<file path="config.mk">
export PLATFORM = sky130hd
export DESIGN_NAME = loss_accum
export DESIGN_NICKNAME = d
export VERILOG_FILES = /design/src/rtl/loss_pkg.sv /design/src/rtl/sq_err_stage.sv /design/src/rtl/loss_accum.sv
export SDC_FILE = /design/constraint.sdc
export NUM_CORES = 2
export LEC_CHECK = 0
export ABC_AREA = 0
export CORE_AREA = 3 3 230 232
export DETAILED_ROUTE_END_ITERATION = 10
export DIE_AREA = 0 0 233 235
export DONT_BUFFER_PORTS = 1
export PLACE_DENSITY = 0.74
export SETUP_SLACK_MARGIN = 0.1
export SYNTH_ARGS = -nofsm -noshare
export SYNTH_HDL_FRONTEND = slang
export SYNTH_SLANG_ARGS = --single-unit
</file>
<file path="constraint.sdc">
create_clock -name clk_i -period 9.1 [get_ports clk_i]
set_input_delay 0.91 -clock clk_i [delete_from_list [all_inputs] [get_ports clk_i]]
set_output_delay 0.91 -clock clk_i [all_outputs]
set_load 0.005 [all_outputs]
</file>
<file path="src/rtl/loss_pkg.sv">
// Shared types and width helpers for the squared-error loss accumulator.
package loss_pkg;

    typedef enum logic [1:0] {
        IDLE  = 2'd0,
        ACCUM = 2'd1,
        DRAIN = 2'd2,
        HOLD  = 2'd3
    } state_t;

    // Width of predicted - target: one guard bit above the prediction width.
    function automatic int diff_w(input int pred_w);
        return pred_w + 1;
    endfunction

    // Width of the exact square of the difference.
    function automatic int sq_w(input int pred_w);
        return 2 * pred_w;
    endfunction

endpackage

</file>
<file path="src/rtl/sq_err_stage.sv">
// Two-stage squared-error pipeline: S1 registers the difference, S2 its square.
// Valid bits travel with the data; clr_i drops anything in flight.
module sq_err_stage import loss_pkg::*; #(
    parameter int TGT_W  = 4,
    parameter int PRED_W = 23
) (
    input  logic                      clk_i,
    input  logic                      rst_i,
    input  logic                      clr_i,
    input  logic                      v_i,
    input  logic [TGT_W-1:0]          target_i,
    input  logic [PRED_W-1:0]         predicted_i,
    output logic                      v_o,
    output logic [sq_w(PRED_W)-1:0]   sq_o
);

    localparam int DW   = diff_w(PRED_W);
    localparam int SQ_W = sq_w(PRED_W);

    logic                  v1_q;
    logic signed [DW-1:0]  diff_d;
    logic signed [DW-1:0]  diff_q;
    logic [SQ_W-1:0]       diff_x;
    logic [SQ_W-1:0]       sq_d;

    // |diff| < 2^PRED_W, so the square modulo 2^SQ_W is the exact square.
    assign diff_d = $signed({predicted_i[PRED_W-1], predicted_i})
                  - $signed({{(DW-TGT_W){1'b0}}, target_i});
    assign diff_x = {{(SQ_W-DW){diff_q[DW-1]}}, diff_q};
    assign sq_d   = diff_x * diff_x;

    // Pipeline registers with their valid bits.
    always_ff @(posedge clk_i or negedge rst_i) begin
        if (!rst_i) begin
            v1_q   <= 1'b0;
            v_o    <= 1'b0;
            diff_q <= '0;
            sq_o   <= '0;
        end else if (clr_i) begin
            v1_q   <= 1'b0;
            v_o    <= 1'b0;
        end else begin
            v1_q <= v_i;
            v_o  <= v1_q;
            if (v_i)  diff_q <= diff_d;
            if (v1_q) sq_o   <= sq_d;
        end
    end

endmodule

</file>
<file path="src/rtl/loss_accum.sv">
// Streaming squared-error loss accumulator: squares (predicted - target) per
// sample and sums the squares over a batch, returned over valid/ready.
// Build option LOSS_ACC_SAT_EN: accumulator clamps at all-ones on overflow
// instead of wrapping. ovf_o flags the overflow in both builds.
//
// state | meaning
// ------+---------------------------------------------------------------
// IDLE  | no batch open; first accepted sample starts a new one
// ACCUM | batch open, accepting samples
// DRAIN | batch closed, waiting for in-flight squares to reach acc
// HOLD  | result presented on loss_o/count_o/ovf_o until out_ready_i
module loss_accum import loss_pkg::*; #(
    parameter int TGT_W  = 4,
    parameter int PRED_W = 23,
    parameter int BATCH  = 8,
    parameter int ACC_W  = 2*PRED_W + $clog2(BATCH),
    parameter int CNT_W  = $clog2(BATCH+1)
) (
    input  logic               clk_i,
    input  logic               rst_i,
    input  logic               clr_i,
    input  logic               in_valid_i,
    output logic               in_ready_o,
    input  logic               in_last_i,
    input  logic [TGT_W-1:0]   target_i,
    input  logic [PRED_W-1:0]  predicted_i,
    output logic               out_valid_o,
    input  logic               out_ready_i,
    output logic [ACC_W-1:0]   loss_o,
    output logic [CNT_W-1:0]   count_o,
    output logic               ovf_o
);

    localparam int SQ_W  = sq_w(PRED_W);
    localparam int SUM_W = ((ACC_W > SQ_W) ? ACC_W : SQ_W) + 1;

    state_t              state_q, state_d;
    logic                accept;
    logic                closes;
    logic [CNT_W-1:0]    cnt_inc;
    logic [CNT_W-1:0]    count_q;
    logic [ACC_W-1:0]    acc_q;
    logic [ACC_W-1:0]    acc_nxt;
    logic [ACC_W-1:0]    loss_q;
    logic                ovf_q;
    logic [1:0]          drain_q;
    logic                sq_v;
    logic [SQ_W-1:0]     sq;
    logic [SUM_W-1:0]    sum;
    logic                carry;

    sq_err_stage #(
        .TGT_W  (TGT_W),
        .PRED_W (PRED_W)
    ) u_sq_err (
        .clk_i       (clk_i),
        .rst_i       (rst_i),
        .clr_i       (clr_i),
        .v_i         (accept),
        .target_i    (target_i),
        .predicted_i (predicted_i),
        .v_o         (sq_v),
        .sq_o        (sq)
    );

    assign in_ready_o  = ((state_q == IDLE) || (state_q == ACCUM)) && !clr_i;
    assign out_valid_o = (state_q == HOLD);
    assign accept      = in_valid_i & in_ready_o;

    // The first accept of a batch counts as sample 1 whatever count_q holds.
    assign cnt_inc = (state_q == IDLE) ? CNT_W'(1) : count_q + CNT_W'(1);
    assign closes  = in_last_i | (cnt_inc == CNT_W'(BATCH));

    assign sum   = SUM_W'(acc_q) + SUM_W'(sq);
    assign carry = |sum[SUM_W-1:ACC_W];
`ifdef LOSS_ACC_SAT_EN
    assign acc_nxt = carry ? '1 : sum[ACC_W-1:0];
`else
    assign acc_nxt = sum[ACC_W-1:0];
`endif

    assign loss_o  = loss_q;
    assign count_o = count_q;
    assign ovf_o   = ovf_q;

    // FSM state register.
    always_ff @(posedge clk_i or negedge rst_i) begin
        if (!rst_i) state_q <= IDLE;
        else        state_q <= state_d;
    end

    // FSM next state; clr_i overrides every other transition.
    always_comb begin
        state_d = state_q;
        case (state_q)
            IDLE:    if (accept) state_d = closes ? DRAIN : ACCUM;
            ACCUM:   if (accept && closes) state_d = DRAIN;
            DRAIN:   if (drain_q == 2'd0) state_d = HOLD;
            HOLD:    if (out_ready_i) state_d = IDLE;
            default: state_d = IDLE;
        endcase
        if (clr_i) state_d = IDLE;
    end

    // Counter, accumulator, drain timer and result register.
    always_ff @(posedge clk_i or negedge rst_i) begin
        if (!rst_i) begin
            count_q <= '0;
            acc_q   <= '0;
            ovf_q   <= 1'b0;
            drain_q <= 2'd0;
            loss_q  <= '0;
        end else if (clr_i) begin
            count_q <= '0;
            acc_q   <= '0;
            ovf_q   <= 1'b0;
            drain_q <= 2'd0;
            loss_q  <= '0;
        end else begin
            if (sq_v) begin
                acc_q <= acc_nxt;
                if (carry) ovf_q <= 1'b1;
            end
            if (accept) begin
                count_q <= cnt_inc;
                // Two more edges bring the closing sample through S2 into acc.
                if (closes) drain_q <= 2'd2;
                if (state_q == IDLE) begin
                    acc_q <= '0;
                    ovf_q <= 1'b0;
                end
            end
            if (state_q == DRAIN) begin
                if (drain_q != 2'd0) drain_q <= drain_q - 2'd1;
                else                 loss_q  <= acc_q;
            end
        end
    end

endmodule

</file>
==> metrics.txt <==
type of origin of the critical path=flip-flop; fin crit share=0.898; ys async rst share=1.00; main area contributors after synthesis=fa_1 38%, dfrtp_1 16%, inv_1 9.1%; Final TNS setup=0 ps; final hold violation count=0; cts repair resizes=0; Port Buffers=0; yosys synthesis warning count=0; Yosys top cell by area=fa_1; Reg2Reg Setup Slack=930 ps; drt pass-1 iters=5; clk buf depth=2; CP Data Required Time=9430 ps; RePlAce Congestion=0.948; syn avg cell area=9.41 µm²; outcome=finished, final reports clean; first-pass GRT wire length=111000 µm; Row Count=83; register area share after synthesis=0.159; Clock Skew=18.2 ps; Core ar.=51200 µm²; CP Capture Type=flip-flop; drt via density=5.56; Arrival @ worst endpoint=8500 ps; Reg-to-Reg End=u_sq_err.sq_o[45]$_DFFE_PN0P_; Total Routing Usage GR=0.256; top cells by count, synth=682 x inv_1, 540 x fa_1, 321 x nand2_1; Clk pin slew, worst setup/hold paths=90 ps; Post-CTS Hold Fix Bufs=0; Detailed Place HPWL=54400 µm; clk root buf=clkbuf_16; crit-path most repeated cell=fa_1; FF+latch area=4460 µm²; Post-Synthesis Cell Area=28100 µm²; DR DRC count=0; post-CTS setup buffers=0; critical path class=reg -> reg; CTS H-Tree Depth=4; Multi-input gate area=20700 µm²; initial antenna violation count=1; Synth top area share=0.385; Die H=235 µm; die width=233 µm; Routed wire per std cell=18.6 µm; Final Max Tran Viols=0; antenna viol nets, final=0; Cell Chain, Critical Path=nand2_1 -> fa_1 -> fa_1 -> inv_1 -> fa_1 -> inv_1 -> fa_1 -> inv_1 -> fa_1 -> fa_1 -> inv_1 -> fa_1 -> inv_1 -> ha_1 -> nand3_1 -> nor2_1 -> o211ai_1 -> o211ai_1 -> a311oi_1 -> o41ai_1 -> a21oi_1 -> xnor2_1 -> o21ai_0; vias in the first global route=21800; worst-path fanout max=28; layout cell share with drive strength beyond 1=0.0239; unrepaired setup endpoints after global routing=false; CTS tree=yes; most instantiated library cell after synthesis=inv_1; clock insertion delay at the later pin of the skew report=490 ps; endpoints failing setup=0; Total Wirelength=67200 µm; Vias=20100; Crit path largest cell delay=1210 ps; largest net degree at the start of global routing=179; total congestion overflow=0; Final nets=3691; die area=54800 µm²; R2R depth=23; flops & latches, synth=178; Max-Cap Viols=0; Slew @ Worst Pin=1300 ps; Layout area overhead=4.57%; clk sinks=178; Hold Path Class=in -> async; hold slack=112 ps; initial core utilization=0.548; slew margin rel.=0.136; Slowest-stage cell, CP=dfrtp_1; Netlist cell types=65; maximum clock frequency=122 MHz; I/O Pins=89; Inserted Clock Buffers=17; post-synth net total=3755; FILL cells=4394; Post-Synthesis Cells=2984; Post-synth EDFFs=0; Worst R2R Start=u_sq_err.diff_q[5]$_DFFE_PN0P_; Period minus WS final=8170 ps; ys flop type=dfrtp_1; Iter 0 DRT Violations=1375
## how the worst max path moves through the flow
stage | from | end | slack, ps | cells after the start
2_1_floorplan | u_sq_err.diff_q[23]$_DFFE_PN0P_ | u_sq_err.sq_o[45]$_DFFE_PN0P_ | 2330 | 20
6_report | u_sq_err.diff_q[5]$_DFFE_PN0P_ | u_sq_err.sq_o[45]$_DFFE_PN0P_ | 930 | 23
4_1_cts | u_sq_err.diff_q[5]$_DFFE_PN0P_ | u_sq_err.sq_o[45]$_DFFE_PN0P_ | 1050 | 23
3_3_place_gp | u_sq_err.diff_q[5]$_DFFE_PN0P_ | u_sq_err.sq_o[45]$_DFFE_PN0P_ | 1250 | 23
3_5_place_dp | u_sq_err.diff_q[5]$_DFFE_PN0P_ | u_sq_err.sq_o[45]$_DFFE_PN0P_ | 1110 | 23
5_1_grt | u_sq_err.diff_q[5]$_DFFE_PN0P_ | u_sq_err.sq_o[45]$_DFFE_PN0P_ | 550 | 23
## critical path, delay by kind of cell (launching register included)
family                     cells  cell delay (ps)
adders and majority gates      8             3900
buffers and inverters          5              260
DFF                            1             1210
AOI/OAI and AO/OA              6             1730
xor gates and xnor gates       1              140
and+or+nand+nor                3              720
## metal layers
metal,part of all wire,routed length [µm],vias up,global-route usage
met1,0.39,26500,10300,0.322
li1,-,-,9118,-
met5,0,0,-,0
met3,0.053,3580,143,0.0405
met4,0.042,2800,0,0.112
met2,0.51,34400,551,0.437
## cells in the final DEF, fill, tap and decap left out, types with 24 or more instances in the layout
master | netlist | routed
nand2_1 | 321 | 321
xor2_1 | 34 | 34
and2_1 | 98 | 98
nand3_1 | 32 | 32
nor2_1 | 118 | 117
nor3_1 | 24 | 24
mux2i_1 | 32 | 32
a21o_1 | 42 | 42
ha_1 | 198 | 198
fa_1 | 540 | 540
xnor2_1 | 83 | 83
nor2b_1 | 25 | 25
o21ai_0 | 117 | 117
a21oi_1 | 103 | 102
dfrtp_1 | 178 | 177
a22o_1 | 49 | 49
inv_1 | 682 | 682
## cell families (layout without fill, tap and decap cells)
logic type	count (synthesis)	in the layout	synth area share
flip-flops	178	178	0.159
multiplexers	33	33	0.0118
XOR/XNOR	117	117	0.0365
buffers and inverters	789	738	0.105
AO/OA/AOI/OAI	431	431	0.0994
adder cells (fa/ha/maj)	738	738	0.473
AND/OR/NAND/NOR	698	698	0.115
other	0	2	0
## sequential cells by signal (all words and copies together), names as in the netlist
register         count
acc_q               49
count_o              4
drain_q              2
loss_o              49
ovf_o                1
state_q              2
u_sq_err.diff_q     24
u_sq_err.sq_o       45
u_sq_err.v1_q        1
u_sq_err.v_o         1
## layout make-up
class	count	area share
multi-input combinational	2017	0.704
timing repair buffer	23	0.00588
tap	680	0.0290
inverter	683	0.0873
antenna	2	0.000170
sequential	178	0.152
clock inverter	15	0.00699
clock buffer	17	0.0145
## metrics by stage
stage          worst slack [ps]  instances  utilization  cell area, µm²
6_report                    930       3615        0.574           29400
4_1_cts                    1050       3613        0.573           29400
2_1_floorplan              2330       2984            -           28100
3_5_place_dp               1110       3581        0.561           28700
3_3_place_gp               1250       3581        0.561           28700
5_1_grt                     553       3613        0.573           29400
Power is not shown: default switching activity piles up to over one toggle a cycle in this logic, so the estimate is an artifact.
